--- src/rtl/dm_arbiter_pkg.sv ---
// Shared definitions for the data-memory arbiter: size codes, grant states,
// port indices and the misalignment rule used by both ports.
package dm_arbiter_pkg;

    typedef enum logic [2:0] {
        DM_W  = 3'd0,
        DM_H  = 3'd1,
        DM_B  = 3'd2,
        DM_HU = 3'd3,
        DM_BU = 3'd4
    } dm_sel_e;

    typedef enum logic {
        OWN_M   = 1'b0,
        FORCE_D = 1'b1
    } dm_state_e;

    localparam int NUM_PORTS = 2;
    localparam int PORT_M    = 0;
    localparam int PORT_D    = 1;

    // Misaligned size/offset pairs, undefined size codes and stores of an
    // unsigned size all count as a faulting access.
    function automatic logic dm_misaligned(logic [2:0] sel, logic we, logic [1:0] off);
        logic bad;
        case (sel)
            DM_W:        bad = (off != 2'b00);
            DM_H, DM_HU: bad = off[0];
            DM_B, DM_BU: bad = 1'b0;
            default:     bad = 1'b1;
        endcase
        if (we && (sel == DM_HU || sel == DM_BU)) bad = 1'b1;
        return bad;
    endfunction

endpackage

--- src/rtl/dm_arbiter_if.sv ---
// Bundle of the CPU port, the DMA/debug port and the memory-side bus.
// slave is the arbiter's view; master is the surrounding pipeline/DMA/RAM.
interface dm_arbiter_if #(parameter int ADDR_W = 14);

    logic              m_req;
    logic              m_we;
    logic [2:0]        m_sel;
    logic [31:0]       m_addr;
    logic [31:0]       m_wdata;
    logic [31:0]       m_rdata;
    logic              m_stall;
    logic              m_err;

    logic              d_req;
    logic              d_we;
    logic [2:0]        d_sel;
    logic [31:0]       d_addr;
    logic [31:0]       d_wdata;
    logic              d_gnt;
    logic              d_rvalid;
    logic [31:0]       d_rdata;
    logic              d_err;

    logic              mem_we;
    logic [3:0]        mem_be;
    logic [ADDR_W-1:0] mem_addr;
    logic [31:0]       mem_wdata;
    logic [31:0]       mem_rdata;

    modport slave (
        input  m_req, m_we, m_sel, m_addr, m_wdata,
        output m_rdata, m_stall, m_err,
        input  d_req, d_we, d_sel, d_addr, d_wdata,
        output d_gnt, d_rvalid, d_rdata, d_err,
        output mem_we, mem_be, mem_addr, mem_wdata,
        input  mem_rdata
    );

    modport master (
        output m_req, m_we, m_sel, m_addr, m_wdata,
        input  m_rdata, m_stall, m_err,
        output d_req, d_we, d_sel, d_addr, d_wdata,
        input  d_gnt, d_rvalid, d_rdata, d_err,
        input  mem_we, mem_be, mem_addr, mem_wdata,
        output mem_rdata
    );

endinterface

--- src/rtl/dm_lane.sv ---
// Per-port access shaping: byte enables, lane-replicated store data,
// extracted/extended load data and the fault flag. Purely combinational.
module dm_lane
    import dm_arbiter_pkg::*;
(
    input  logic        we,
    input  logic [2:0]  sel,
    input  logic [1:0]  off,
    input  logic [31:0] wdata,
    input  logic [31:0] raw,
    output logic [3:0]  be,
    output logic [31:0] lane_wdata,
    output logic [31:0] rdata,
    output logic        err
);

    logic [7:0]  byte_sel;
    logic [15:0] half_sel;

    assign byte_sel = raw[{off, 3'b000} +: 8];
    assign half_sel = off[1] ? raw[31:16] : raw[15:0];

    // Size decode; a faulting access never returns data.
    always_comb begin
        be         = 4'b0000;
        lane_wdata = wdata;
        rdata      = 32'h0;
        err        = dm_misaligned(sel, we, off);
        case (sel)
            DM_W: begin
                be    = 4'b1111;
                rdata = raw;
            end
            DM_H, DM_HU: begin
                be         = off[1] ? 4'b1100 : 4'b0011;
                lane_wdata = {2{wdata[15:0]}};
                rdata      = (sel == DM_H) ? {{16{half_sel[15]}}, half_sel}
                                           : {16'h0, half_sel};
            end
            DM_B, DM_BU: begin
                be         = 4'b0001 << off;
                lane_wdata = {4{wdata[7:0]}};
                rdata      = (sel == DM_B) ? {{24{byte_sel[7]}}, byte_sel}
                                           : {24'h0, byte_sel};
            end
            default: ;
        endcase
        if (err) rdata = 32'h0;
    end

endmodule

--- src/rtl/dm_arbiter.sv ---
// Single-port data-memory arbiter between the CPU M stage and a DMA/debug
// master. CPU normally owns the RAM; a D request denied MAX_WAIT times is
// forced through on the next cycle, stalling the CPU for that cycle.
module dm_arbiter
    import dm_arbiter_pkg::*;
#(
    parameter int ADDR_W   = 14,
    parameter int MAX_WAIT = 4
) (
    input  logic         clk,
    input  logic         reset,
    dm_arbiter_if.slave  bus
);

    localparam int CNT_W = (MAX_WAIT < 1) ? 1 : $clog2(MAX_WAIT + 1);

    dm_state_e        state, state_nxt;
    logic [CNT_W-1:0] wait_cnt, wait_cnt_nxt;
    logic             gnt_m, gnt_d, any_gnt;
    logic             d_rvalid_q, d_err_q;
    logic [31:0]      d_rdata_q;

    logic [NUM_PORTS-1:0]       p_we, l_err;
    logic [NUM_PORTS-1:0][2:0]  p_sel;
    logic [NUM_PORTS-1:0][1:0]  p_off;
    logic [NUM_PORTS-1:0][31:0] p_wdata, l_wdata, l_rdata;
    logic [NUM_PORTS-1:0][3:0]  l_be;

    assign p_we    = {bus.d_we, bus.m_we};
    assign p_sel   = {bus.d_sel, bus.m_sel};
    assign p_off   = {bus.d_addr[1:0], bus.m_addr[1:0]};
    assign p_wdata = {bus.d_wdata, bus.m_wdata};

    // Both lanes see the same raw word; only the granted one is meaningful.
    for (genvar p = 0; p < NUM_PORTS; p++) begin : g_lane
        dm_lane u_lane (
            .we         (p_we[p]),
            .sel        (p_sel[p]),
            .off        (p_off[p]),
            .wdata      (p_wdata[p]),
            .raw        (bus.mem_rdata),
            .be         (l_be[p]),
            .lane_wdata (l_wdata[p]),
            .rdata      (l_rdata[p]),
            .err        (l_err[p])
        );
    end

    // Grant decision and starvation tracking; reset holds every grant low.
    always_comb begin
        state_nxt    = state;
        wait_cnt_nxt = wait_cnt;
        gnt_d        = reset & bus.d_req & ((state == FORCE_D) | ~bus.m_req);
        gnt_m        = reset & bus.m_req & ~gnt_d;
        if (gnt_d) begin
            wait_cnt_nxt = '0;
            state_nxt    = OWN_M;
        end else if (bus.d_req) begin
            if (wait_cnt != CNT_W'(MAX_WAIT)) wait_cnt_nxt = wait_cnt + CNT_W'(1);
            if (wait_cnt_nxt == CNT_W'(MAX_WAIT)) state_nxt = FORCE_D;
        end else begin
            state_nxt = OWN_M;
        end
    end

    // Grant state and denial counter registers.
    always_ff @(posedge clk or negedge reset) begin
        if (!reset) begin
            state    <= OWN_M;
            wait_cnt <= '0;
        end else begin
            state    <= state_nxt;
            wait_cnt <= wait_cnt_nxt;
        end
    end

    assign any_gnt = gnt_m | gnt_d;

    // Memory bus driven by whichever port holds the grant.
    assign bus.mem_we    = any_gnt & p_we[gnt_d] & ~l_err[gnt_d];
    assign bus.mem_be    = any_gnt ? l_be[gnt_d] : 4'b0000;
    assign bus.mem_wdata = l_wdata[gnt_d];
    assign bus.mem_addr  = gnt_d ? bus.d_addr[ADDR_W-1:0] : bus.m_addr[ADDR_W-1:0];

    // CPU side answers in the same cycle.
    assign bus.m_rdata = gnt_m ? l_rdata[PORT_M] : 32'h0;
    assign bus.m_err   = gnt_m & l_err[PORT_M];
    assign bus.m_stall = bus.m_req & gnt_d;
    assign bus.d_gnt   = gnt_d;

    // DMA response captured on grant, presented one cycle later.
    always_ff @(posedge clk or negedge reset) begin
        if (!reset) begin
            d_rvalid_q <= 1'b0;
            d_rdata_q  <= 32'h0;
            d_err_q    <= 1'b0;
        end else begin
            d_rvalid_q <= gnt_d;
            if (gnt_d) begin
                d_rdata_q <= l_rdata[PORT_D];
                d_err_q   <= l_err[PORT_D];
            end
        end
    end

    assign bus.d_rvalid = d_rvalid_q;
    assign bus.d_rdata  = d_rdata_q;
    assign bus.d_err    = d_err_q;

    logic unused_addr_hi;
    assign unused_addr_hi = ^{bus.m_addr[31:ADDR_W], bus.d_addr[31:ADDR_W]};

endmodule

--- src/flat_wrapper.sv ---
// flat-port wrapper written by rule: the top's interface ports become plain ports
module dm_arbiter_flat import dm_arbiter_pkg::*;
#(
    parameter int ADDR_W   = 14,
    parameter int MAX_WAIT = 4
)
  (clk, reset, bus_m_req, bus_m_we, bus_m_sel, bus_m_addr, bus_m_wdata, bus_m_rdata, bus_m_stall, bus_m_err, bus_d_req, bus_d_we, bus_d_sel, bus_d_addr, bus_d_wdata, bus_d_gnt, bus_d_rvalid, bus_d_rdata, bus_d_err, bus_mem_we, bus_mem_be, bus_mem_addr, bus_mem_wdata, bus_mem_rdata);
  dm_arbiter_if #(.ADDR_W(ADDR_W)) bus_i ();
  input  logic clk;
  input  logic reset;
  input wire logic [$bits(bus_i.m_req)-1:0] bus_m_req;
  input wire logic [$bits(bus_i.m_we)-1:0] bus_m_we;
  input wire logic [$bits(bus_i.m_sel)-1:0] bus_m_sel;
  input wire logic [$bits(bus_i.m_addr)-1:0] bus_m_addr;
  input wire logic [$bits(bus_i.m_wdata)-1:0] bus_m_wdata;
  output wire logic [$bits(bus_i.m_rdata)-1:0] bus_m_rdata;
  output wire logic [$bits(bus_i.m_stall)-1:0] bus_m_stall;
  output wire logic [$bits(bus_i.m_err)-1:0] bus_m_err;
  input wire logic [$bits(bus_i.d_req)-1:0] bus_d_req;
  input wire logic [$bits(bus_i.d_we)-1:0] bus_d_we;
  input wire logic [$bits(bus_i.d_sel)-1:0] bus_d_sel;
  input wire logic [$bits(bus_i.d_addr)-1:0] bus_d_addr;
  input wire logic [$bits(bus_i.d_wdata)-1:0] bus_d_wdata;
  output wire logic [$bits(bus_i.d_gnt)-1:0] bus_d_gnt;
  output wire logic [$bits(bus_i.d_rvalid)-1:0] bus_d_rvalid;
  output wire logic [$bits(bus_i.d_rdata)-1:0] bus_d_rdata;
  output wire logic [$bits(bus_i.d_err)-1:0] bus_d_err;
  output wire logic [$bits(bus_i.mem_we)-1:0] bus_mem_we;
  output wire logic [$bits(bus_i.mem_be)-1:0] bus_mem_be;
  output wire logic [$bits(bus_i.mem_addr)-1:0] bus_mem_addr;
  output wire logic [$bits(bus_i.mem_wdata)-1:0] bus_mem_wdata;
  input wire logic [$bits(bus_i.mem_rdata)-1:0] bus_mem_rdata;
  assign bus_i.m_req = bus_m_req;
  assign bus_i.m_we = bus_m_we;
  assign bus_i.m_sel = bus_m_sel;
  assign bus_i.m_addr = bus_m_addr;
  assign bus_i.m_wdata = bus_m_wdata;
  assign bus_m_rdata = bus_i.m_rdata;
  assign bus_m_stall = bus_i.m_stall;
  assign bus_m_err = bus_i.m_err;
  assign bus_i.d_req = bus_d_req;
  assign bus_i.d_we = bus_d_we;
  assign bus_i.d_sel = bus_d_sel;
  assign bus_i.d_addr = bus_d_addr;
  assign bus_i.d_wdata = bus_d_wdata;
  assign bus_d_gnt = bus_i.d_gnt;
  assign bus_d_rvalid = bus_i.d_rvalid;
  assign bus_d_rdata = bus_i.d_rdata;
  assign bus_d_err = bus_i.d_err;
  assign bus_mem_we = bus_i.mem_we;
  assign bus_mem_be = bus_i.mem_be;
  assign bus_mem_addr = bus_i.mem_addr;
  assign bus_mem_wdata = bus_i.mem_wdata;
  assign bus_i.mem_rdata = bus_mem_rdata;
  dm_arbiter #(.ADDR_W(ADDR_W), .MAX_WAIT(MAX_WAIT)) u_core (.clk(clk), .reset(reset), .bus(bus_i));
endmodule
--- config.mk ---
export PLATFORM = sky130hd
export DESIGN_NAME = dm_arbiter_flat
export DESIGN_NICKNAME = d
export VERILOG_FILES = /design/src/rtl/dm_arbiter_pkg.sv /design/src/rtl/dm_arbiter_if.sv /design/src/rtl/dm_lane.sv /design/src/rtl/dm_arbiter.sv /design/src/flat_wrapper.sv
export SDC_FILE = /design/constraint.sdc
export NUM_CORES = 1
export LEC_CHECK = 0
export BUFFER_PORTS_ARGS = -buffer_cell sky130_fd_sc_hd__buf_2
export CORE_AREA = 2 2 144 111
export CTS_CLUSTER_SIZE = 20
export DETAILED_ROUTE_END_ITERATION = 10
export DIE_AREA = 0 0 146 113
export GPL_TIMING_DRIVEN = 0
export HOLD_SLACK_MARGIN = 0.03
export PLACE_DENSITY = 0.64
export SLEW_MARGIN = 5
export SYNTH_ARGS = -nofsm -noshare
export SYNTH_HDL_FRONTEND = slang
export SYNTH_SLANG_ARGS = --single-unit
--- constraint.sdc ---
create_clock -name clk -period 2.7 [get_ports clk]
set_clock_uncertainty 0.1 [all_clocks]
set_input_delay 0.135 -clock clk [delete_from_list [all_inputs] [get_ports clk]]
set_output_delay 0.135 -clock clk [all_outputs]
set_load 0.005 [all_outputs]
==> summary.txt, run 1 <==
Critical path
  • Slowest CP cell: dlygate4sd3_1
  • Reg2reg path depth: 7
  • Crit end category: output port
  • Critical path depth: 9
  • Arr. time, crit path: 2.23 ns
  • Most used cell, CP: buf_2
  • Reg-to-Reg End: u_core.bus.d_rdata[21]
  • Top delay family on crit path: buffers and inverters
  • Worst r2r src: u_core.state
  • CP peak stage delay: 0.53 ns
  • CP Launch Type: primary input
  • Critical Path RT: 2.47 ns
  • Max Fanout on Critical Path: 10
  • Buf/Inv on CP: 6
  • Kind of critical path: primary input to output port
  • Worst reg2reg setup slack: 0.57 ns
  • Crit path cell chain: dlygate4sd3_1 -> buf_4 -> nand3_2 -> inv_2 -> clkbuf_2 -> buf_2 -> nand3_1 -> o21ai_0 -> buf_2

Detailed routing
  • 1st-pass router iterations: 7
  • # DRC: 0
  • DR WL/cell: 19.3 um
  • Vias: 5683
  • Via density: 5.42
  • DRT iter0 DRCs: 614
  • Post-route ant nets: 0
  • Drt total wl: 20.3 mm

Floorplan
  • Cell Rows: 39
  • IO Pins: 292
  • Die width: 146 um
  • Core ar.: 15000 um^2
  • Die area: 16500 um^2
  • Starting Density: 29.7%
  • Chip Height: 113 um

Timing
  • Slew Limit Headroom: 37.4%
  • WHS: 0.0582 ns
  • Measured slew at the worst slew-check pin: 0.930 ns
  • F_max: 0.405 GHz
  • Final Cycle Share: 91.5%
  • Fin crit period: 2.47 ns
  • RSZ-0062 raised after global routing: false
  • Final setup violation count: 0
  • Hold Vio Cnt, Final: 0
  • Final Slew Violations: 0

Logic synthesis
  • Post-synthesis mux area share: 19.4%
  • Seq cells post-synth: 38
  • EDFF count, synth: 0
  • Top cells by area, synth: dfrtp_1 21%, mux2i_1 14%, nand2_1 11%, o21ai_0 7.1%, mux2_2 4.0%
  • Yosys warnings: 0
  • XOR/XNOR Fraction of Synth Area: 0.393%
  • Area leader, netlist: dfrtp_1
  • Post-Synth Adder-Cell Area: 0.561%
  • Top FF cell, synth: dfrtp_1
  • Fraction of registers with async set/reset: 100%
  • Post-synth top cells: 128 x nand2_1, 64 x mux2i_1, 63 x o21ai_0, 38 x dfrtp_1, 29 x a21oi_1
  • Synth Area per Inst: 7.61 um^2
  • Synth cell types: 52
  • Synth Area in Compound Gates: 32.2%
  • Synth top area share: 21.3%
  • Cells after Synth: 586
  • Register area share after synthesis: 21.3%
  • Post-Syn Area: 4460 um^2
  • Syn_nets: 760
  • Simple-Gate Fraction of Synth Area: 19.4%
  • Largest family of logic cells by synthesized area: compound AO/OA/AOI/OAI gates
  • Count leader, synth: nand2_1

Outcome
  • Status: completed

Clock network
  • Clock Sinks: 38
  • TritonCTS clock tree: yes
  • H-tree depth: 2
  • Worst-skew pair later-pin latency: 0.29 ns
  • Setup repair bufs after CTS: 0
  • Root Buffer: clkbuf_16
  • Inserted Clock Buffers: 5
  • Clk slew on worst S/H paths: 0.06 ns
  • Maximum root-to-sink buffer count: 2

Final layout
  • FILL cells: 1636
  • Layout area overhead: 37.7%
  • Filler-free cell count of the finished design: 1049
  • Layout cells sized above 1: 39.9%
  • Nets: 1018
  • Register area: 951 um^2
  • Ant. Diodes: 0
  • Multi-input combinational cell area: 3220 um^2

Global route
  • First-pass GRT wire length: 30.3 mm
  • Total GRT Usage: 23.3%
  • Antenna violations before repair: 2
  • Remaining Overflow, GRT: 0
  • Largest net degree at the start of global routing: 39
  • Number of global-route vias before repair: 5198

Power
  • PwrDens: 362 nW/um^2
  • Peak VDD IR: 229 uV
  • Static Leak: 3.14 nW

Placement
  • Dpl cells: 1040
  • PortBufs: 249
  • Detail Placement HPWL: 15.8 mm
  • GPL Wtd Cong: 0.958

Hold path
  • Class of the worst hold path: primary input to register
  • Endpoint of the worst hold path: u_core.bus.d_rdata[22]
  • Hold Crit Start: bus_mem_rdata[22]
  • Worst Hold Path Cells: 2

Job
  • Max-Cap Viols: 0
cells by family (layout without fill, tap and decap cells):
| logic type | Yosys count | in the layout |
|---|---|---|
| AND/OR/NAND/NOR | 196 | 196 |
| XOR/XNOR | 2 | 2 |
| flip-flops | 38 | 38 |
| buffers and inverters | 61 | 319 |
| adder cells (fa/ha/maj) | 2 | 2 |
| AO/OA/AOI/OAI | 205 | 205 |
| multiplexers | 82 | 82 |
through the flow:
stage               TNS (ns)  power [mW]  utilization, %  setup WS (ns)  cell area (um^2)
CTS                        0        2.21            40.8         0.0667              6140
detailed placement    -16.22        1.64            39.7         -0.657              5960
finish                     0        2.22            40.9          0.230              6140
global route               0        2.36            40.9          0.119              6140
global placement      -16.41        1.63            39.7         -0.666              5960
floorplan                  0        1.21               -          0.874              4460
cells in the final DEF, fill, tap and decap left out, types with 7 or more instances in the layout:
cell	instances
buf_2	267
nand2_1	128
mux2i_1	64
o21ai_0	63
dfrtp_1	38
a21oi_1	29
clkbuf_1	21
nor2_1	16
mux2_2	16
a222oi_1	16
a221o_1	16
a22oi_1	15
a21oi_2	14
nand2b_1	11
o22ai_1	11
a22o_1	9
nand3_1	9
inv_1	8
a221oi_1	8
and2_1	7
routing by layer:
| metal | global-route usage [%] | wire length [um] |
|---|---|---|
| met4 | 6.60 | 484 |
| met5 | 0 | 11 |
| met1 | 34.4 | 9300 |
| met2 | 34.1 | 8510 |
| met3 | 5.00 | 1990 |
power by group:
group | total (mW) | internal [mW] | switching, mW
clock | 0.567 | 0.333 | 0.233
combinational | 0.977 | 0.430 | 0.547
sequential | 0.681 | 0.635 | 0.0457
final cells by class:
type / count / area share [%]
sequential: 38 / 15.5
timing repair buffer: 251 / 20.8
inverter: 10 / 0.611
multi-input combinational: 487 / 52.4
buffer: 51 / 4.36
clock inverter: 2 / 0.163
clock buffer: 5 / 2.04
tap: 205 / 4.18
flip-flops by register name (all words and copies together), names as in the netlist:
signal and count:
u_core.bus.d_rdata 32, u_core.wait_cnt 3, u_core.state 1, u_core.bus.d_rvalid 1
u_core.bus.d_err 1
how the worst max path moves through the flow:
stage                  from                end  slack (ns)
6_report              reset  bus_mem_wdata[30]        0.23
5_1_grt        u_core.state  bus_mem_wdata[25]        0.12
4_1_cts        u_core.state    bus_mem_addr[9]        0.07
3_5_place_dp          reset  bus_mem_wdata[30]       -0.66
3_3_place_gp          reset  bus_mem_wdata[30]       -0.67
2_1_floorplan  u_core.state    bus_m_rdata[10]        0.87
timing repair:
| action | in CTS | in global routing |
|---|---|---|
| resized for setup | 4 | 6 |
| hold endpoints to repair | 38 | 0 |
| hold buffers | 2 | 0 |
| setup endpoints to repair | 33 | 18 |
(Power assumes the default switching activity.)
==> run 2, diff against run 1 <==
--- a/config.mk
+++ b/config.mk
@@ -6,13 +6,14 @@
 export NUM_CORES = 1
 export LEC_CHECK = 0
 export BUFFER_PORTS_ARGS = -buffer_cell sky130_fd_sc_hd__buf_2
-export CORE_AREA = 2 2 144 111
+export CORE_AREA = 2 2 113 115
 export CTS_CLUSTER_SIZE = 20
 export DETAILED_ROUTE_END_ITERATION = 10
-export DIE_AREA = 0 0 146 113
+export DIE_AREA = 0 0 115 117
 export GPL_TIMING_DRIVEN = 0
 export HOLD_SLACK_MARGIN = 0.03
-export PLACE_DENSITY = 0.64
+export PLACE_DENSITY = 0.75
+export RECOVER_POWER = 25
 export SLEW_MARGIN = 5
 export SYNTH_ARGS = -nofsm -noshare
 export SYNTH_HDL_FRONTEND = slang
==> run 2 against run 1 <==
  * The run now ends with max-capacitance violations, max-slew violations left
  * Routed wire length grew 0.85%
  * Setup slack lost 0.028 ns
  * Die area shrank 18%
  * Global-route usage grew 5.5 points
  * Hold slack gained 0.029 ns
  * Sequential power is essentially flat
  * Count of clock-buffer cells in the layout is the same
  * Via count grew 4.0%
  * Maximum frequency shrank 1.1%
  * Design area shrank 0.39%
==> summary.txt, run 2 (same netlist as run 1, synthesis figures left out) <==
Power
  • Combinational Power Share: 40.1% (-3.8 points)
  • Total Power: 2.44 mW (+9.8%)
  • Power share of the clock group: 32.1% (+6.6 points)
  • Net Sw Frac: 34.8% (-2.3 points)
  • Static Leak: 3.15 nW (+0.30%)
  • Peak VDD IR: 324 uV (+42%)
  • Cell Int Power: 1.59 mW (+14%)
  • Net load switching power: 849 uW (+2.8%)
  • PwrDens: 399 nW/um^2 (+10%)
  • Sequential power share: 27.8% (-2.8 points)

Detailed routing
  • Drt total wl: 20.5 mm (+0.85%)
  • DR WL/cell: 20.6 um (+6.3%)
  • Post-route ant nets: 0 (unchanged)
  • 1st-pass router iterations: 7 (unchanged)
  • # DRC: 0 (unchanged)
  • Via density: 5.94 (+9.6%)
  • Vias: 5908 (+4.0%)
  • DRT iter0 DRCs: 678 (+10%)

Timing
  • Slew Limit Headroom: -14.5% (-52 points)
  • Post-route setup slack: 0.202 ns (-0.0280 ns)
  • Final setup violation count: 0 (unchanged)
  • Measured slew at the worst slew-check pin: 1.72 ns (+0.787 ns)
  • Final Slew Violations: 39 (+39)
  • Hold Vio Cnt, Final: 0 (unchanged)
  • F_max: 0.400 GHz (-1.1%)
  • RSZ-0062 raised after global routing: false
  • Final Cycle Share: 92.5% (+1.0 points)
  • Fin crit period: 2.50 ns (+0.0280 ns)

Critical path
  • Worst reg2reg setup slack: 0.59 ns (+0.02 ns)
  • CP peak stage delay: 0.52 ns (about the same)
  • CP Launch Type: register
  • Max Fanout on Critical Path: 10 (unchanged)
  • Arr. time, crit path: 2.26 ns (+0.03 ns)
  • Slowest CP cell: clkbuf_1
  • Crit path cell chain: nand2b_1 -> nand3_2 -> clkbuf_1 -> clkbuf_1 -> nand2_1 -> nand2_1 -> buf_2
  • Critical Path RT: 2.47 ns (about the same)
  • Kind of critical path: register to output port
  • Crit end category: output port

Floorplan
  • Die width: 115 um (-21%)
  • Starting Density: 36.2% (+6.6 points)
  • IO Pins: 292 (unchanged)
  • Chip Height: 117 um (+3.5%)
  • Core ar.: 12300 um^2 (-18%)
  • Die area: 13500 um^2 (-18%)
  • Cell Rows: 41 (+5.1%)

Job
  • Max-Cap Viols: 1 (+1)

Placement
  • Dpl ws: -0.711 ns (-0.0539 ns)
  • Detail Placement HPWL: 16.1 mm (+2.1%)
  • PortBufs: 249 (unchanged)
  • Dpl cells: 985 (-5.3%)
  • GPL Wtd Cong: 0.973 (+1.6%)

Global route
  • Largest net degree at the start of global routing: 39 (unchanged)
  • Antenna violations before repair: 0 (-2)
  • First-pass GRT wire length: 29.6 mm (-2.3%)
  • Remaining Overflow, GRT: 0 (unchanged)
  • Number of global-route vias before repair: 5444 (+4.7%)
  • Total GRT Usage: 28.8% (+5.5 points)

Clock network
  • Inserted Clock Buffers: 5 (unchanged)
  • Worst-skew pair later-pin latency: 0.29 ns (about the same)
  • Clk slew on worst S/H paths: 0.06 ns (about the same)
  • H-tree depth: 2 (unchanged)
  • TritonCTS clock tree: yes
  • Root Buffer: clkbuf_16
  • Clock Sinks: 38 (unchanged)
  • Maximum root-to-sink buffer count: 2 (unchanged)

Final layout
  • Nets: 1018 (unchanged)
  • Most frequent cells in the layout: 261 x buf_2, 128 x nand2_1, 64 x mux2i_1
  • Filler-free cell count of the finished design: 995 (-5.1%)
  • Commonest non-fill, non-tap cell in the layout: buf_2
  • Ant. Diodes: 0 (unchanged)
  • Layout area overhead: 37.1%
  • FILL cells: 1249 (-24%)
  • Max FFs per register: 32 (unchanged)
  • Layout cells sized above 1: 39.2% (-0.76 points)

Outcome
  • Violated checks: max-capacitance violations, max-slew violations
  • Status: complete, but fails checks

Hold path
  • Class of the worst hold path: primary input to register
-- run 2: cell types whose count changed in the layout (fill, tap and decap cells not counted), sizes merged --
cell	delta
buf	-9
clkbuf	+8
clkinv	-1
dlymetal6s4s	+1
bufinv	+2
-- run 2: power by group through the flow --
stage          logic, mW  registers [mW]  clock network (mW)
6_report           0.979           0.680               0.783
5_1_grt             1.07           0.689               0.804
3_3_place_gp       0.948           0.687                   0
4_1_cts            0.969           0.678               0.784
2_1_floorplan      0.521           0.688                   0
3_5_place_dp       0.959           0.688                   0
-- run 2: path summary, 6_finish.rpt --
path	start	to	cells past startpoint
max in group asynchronous	reset	u_core.bus.d_rdata[21]	3
min	bus_mem_rdata[18]	u_core.bus.d_rdata[18]	2
max reg2reg	u_core.state	u_core.bus.d_rdata[31]	7
max	u_core.state	bus_mem_addr[3]	7
min reg2reg	u_core.bus.d_rdata[10]	u_core.bus.d_rdata[10]	2
min in group asynchronous	reset	u_core.bus.d_rdata[14]	3
-- run 2: cell type report --
class                      count  area, um^2  area share (%)
multi-input combinational    487        3220            52.6
timing repair buffer         251        1260            20.6
sequential                    38         951            15.5
buffer                        51         270            4.42
tap                          150         188            3.07
clock buffer                   5         125            2.04
clock inverter                 3        68.8            1.12
inverter                      10        37.5           0.613
-- run 2: routing by layer --
layer / up-vias / global-route usage [%] / wire, um
li1: 2702 / - / -
met3: 64 / 4.63 / 1870
met1: 2725 / 34.4 / 7760
met5: - / 0 / 0
met2: 417 / 50.5 / 9810
met4: 0 / 14.4 / 1020
-- run 2: stage by stage --
stage	hold WS, ns	TNS (ns)	area, um^2	util (%)
after floorplan	-0.261	0	4460	-
after global placement	0.212	-12.91	5900	47.9
after detailed placement	0.218	-12.69	5900	47.9
after CTS	0.0838	0	6130	49.8
after global routing	0.0823	0	6120	49.7
final	0.0874	0	6120	49.7
-- run 2: worst max-delay path, delay by kind of cell (launching register included) --
family / cells / cell delay [ns]
buffers and inverters: 3 / 1.02
DFF: 1 / 0.41
and+or+nand+nor: 4 / 0.55
-- run 2: what timing repair did --
| action | in CTS | in global routing |
|---|---|---|
| hold endpoints to repair | 38 | 0 |
| hold buffers | 2 | 0 |
| gates resized for setup | 4 | 5 |
| endpoints found under the setup margin | 32 | 19 |
| setup buffers | 0 | 0 |
==> run 3, diff against run 2 <==
--- a/config.mk
+++ b/config.mk
@@ -14,6 +14,7 @@
 export HOLD_SLACK_MARGIN = 0.03
 export PLACE_DENSITY = 0.75
 export RECOVER_POWER = 25
+export REMOVE_ABC_BUFFERS = 1
 export SLEW_MARGIN = 5
 export SYNTH_ARGS = -nofsm -noshare
 export SYNTH_HDL_FRONTEND = slang
==> run 3 against run 2 <==
  * Design area decreased by 2.5%
  * Sequential share of layout area increased by 0.40 points
  * Non-clock buffer count decreased by 40
  * Critical path depth unchanged
  * Core utilization decreased by 1.2 points
  * The run now ends clean
  * Combinational power decreased by 2.6%
  * Hold slack got worse by 0.024 ns
  * Largest cell class unchanged
  * Critical endpoint is now bus_mem_we
==> summary.txt, run 3 (same netlist as run 1, synthesis figures left out) <==
Global route
  • Number of global-route vias before repair: 5060 (-7.1%)
  • Largest net degree at the start of global routing: 52 (+33%)
  • First-pass GRT wire length: 28.2 mm (-5.0%)
  • Remaining Overflow, GRT: 0 (unchanged)
  • Antenna violations before repair: 1 (+1)
  • Total GRT Usage: 27.4% (-1.4 points)

Timing
  • WHS: 0.0629 ns (-0.0244 ns)
  • F_max: 0.390 GHz (-2.5%)
  • Slew Limit Headroom: 24.9% (+39 points)
  • Final setup violation count: 0 (unchanged)
  • Final Cycle Share: 94.9% (+2.4 points)
  • RSZ-0062 raised after global routing: false
  • Hold Vio Cnt, Final: 0 (unchanged)
  • Fin crit period: 2.56 ns (+0.0648 ns)
  • Measured slew at the worst slew-check pin: 1.12 ns (-0.600 ns)
  • Final Slew Violations: 0 (-100%)

Critical path
  • Max Fanout on Critical Path: 51 (+41)
  • CP peak stage delay: 0.39 ns (-0.13 ns)
  • Buf/Inv on CP: 2 (-1)
  • Crit end category: output port
  • Worst r2r src: u_core.state
  • Slowest CP cell: o2111ai_4
  • Arr. time, crit path: 2.33 ns (+0.07 ns)
  • Critical Path Sink: bus_mem_we
  • Reg-to-Reg End: u_core.bus.d_rdata[27]
  • Crit path cell chain: nand2b_1 -> nand3_4 -> inv_8 -> o2111ai_4 -> o21ai_0 -> a31o_2 -> buf_2
  • Kind of critical path: register to output port
  • CP startpoint: u_core.state
  • Top delay family on crit path: compound AO/OA/AOI/OAI gates
  • Reg2reg path depth: 6 (-1)
  • Critical Path RT: 2.47 ns (about the same)
  • Worst reg2reg setup slack: 0.24 ns (-0.35 ns)
  • CP Launch Type: register
  • Critical path depth: 7 (unchanged)

Floorplan
  • Die area: 13500 um^2 (unchanged)
  • Starting Density: 36.2% (unchanged)
  • Cell Rows: 41 (unchanged)
  • Core ar.: 12300 um^2 (unchanged)
  • IO Pins: 292 (unchanged)
  • Die width: 115 um (unchanged)
  • Chip Height: 117 um (unchanged)

Final layout
  • FILL cells: 1239 (-0.80%)
  • Multi-input combinational cell area: 3280 um^2 (+1.9%)
  • Layout area overhead: 33.7%
  • Most frequent cells in the layout: 249 x buf_2, 128 x nand2_1, 64 x mux2i_1
  • Commonest non-fill, non-tap cell in the layout: buf_2
  • Nets: 980 (-3.7%)
  • Max FFs per register: 32 (unchanged)
  • Filler-free cell count of the finished design: 957 (-3.8%)
  • Register area: 951 um^2 (unchanged)
  • Layout cells sized above 1: 39.9% (+0.73 points)
  • Ant. Diodes: 0 (unchanged)

Placement
  • Detail Placement HPWL: 13.4 mm (-17%)
  • GPL Wtd Cong: 0.912 (-6.3%)
  • Dpl cells: 941 (-4.5%)
  • PortBufs: 255 (+2.4%)

Power
  • Static Leak: 3.04 nW (-3.5%)
  • Peak VDD IR: 226 uV (-30%)
  • PwrDens: 387 nW/um^2 (-3.1%)

Clock network
  • Inserted Clock Buffers: 5 (unchanged)
  • Root Buffer: clkbuf_16
  • TritonCTS clock tree: yes
  • Clock Sinks: 38 (unchanged)
  • H-tree depth: 2 (unchanged)
  • Maximum root-to-sink buffer count: 2 (unchanged)
  • Clk slew on worst S/H paths: 0.06 ns (about the same)
  • Worst-skew pair later-pin latency: 0.28 ns (about the same)

Detailed routing
  • Via density: 5.94 (+0.12%)
  • 1st-pass router iterations: 6 (-1)
  • Vias: 5689 (-3.7%)
  • # DRC: 0 (unchanged)
  • DRT iter0 DRCs: 644 (-5.0%)
  • Drt total wl: 19.2 mm (-6.1%)
  • Post-route ant nets: 0 (unchanged)
  • DR WL/cell: 20.1 um (-2.4%)

Hold path
  • Class of the worst hold path: primary input to register

Job
  • Max-Cap Viols: 0 (-1)

Outcome
  • Status: completed
## run 3: report_power, final
group / switching, mW / internal [mW]
Combinational: 0.537 / 0.417
Sequential: 0.0492 / 0.635
Clock: 0.238 / 0.432
Total: 0.823 / 1.48
## run 3: how the worst min path moves through the flow
stage,startpoint,to,slack (ns),cells past startpoint
finish,bus_mem_rdata[17],u_core.bus.d_rdata[17],0.06,2
global route,bus_mem_rdata[17],u_core.bus.d_rdata[17],0.08,2
CTS,bus_mem_rdata[17],u_core.bus.d_rdata[17],0.06,2
detailed placement,reset,u_core.bus.d_rdata[10],0.23,1
global placement,reset,u_core.bus.d_rdata[10],0.21,1
floorplan,reset,u_core.bus.d_err,-0.26,0
## run 3: cell type report
class                           count  area share [%]
Inverter                           10           0.755
Clock buffer                        5            2.10
Clock inverter                      3           0.671
Tap cell                          150            3.15
Multi-Input combinational cell    489            54.9
Timing Repair Buffer              262            22.5
Sequential cell                    38            15.9
## run 3: routing by layer
layer / wire length (um) / vias up / global-route usage (%) / share of wire [%]
met1: 7250 / 2669 / 32.4 / 38
met5: 12 / - / 0 / 0.062
met3: 1760 / 44 / 4.17 / 9.1
met4: 776 / 2 / 12.3 / 4.0
met2: 9420 / 348 / 49.2 / 49
li1: - / 2626 / - / -
## run 3: timing repair
item | 4_1_cts | 5_1_grt
endpoints found under the setup margin | 108 | 32
cloned | 2 | 0
hold buffers | 2 | 0
endpoints found under the hold margin | 38 | 0
resized for setup | 11 | 3
pin swaps | 2 | 1
setup buffers | 1 | 3
## run 3: per-stage QoR
step	TNS (ns)	cell area [um^2]	util, %	worst slack [ns]	total power [mW]
CTS	0	5960	48.4	0.0334	2.30
global placement	-478.77	5660	46.0	-4.98	1.60
floorplan	-151.66	4200	-	-1.86	1.15
global route	0	5970	48.5	0.0387	2.44
finish	0	5970	48.5	0.137	2.31
detailed placement	-90.60	5700	46.3	-1.55	1.62
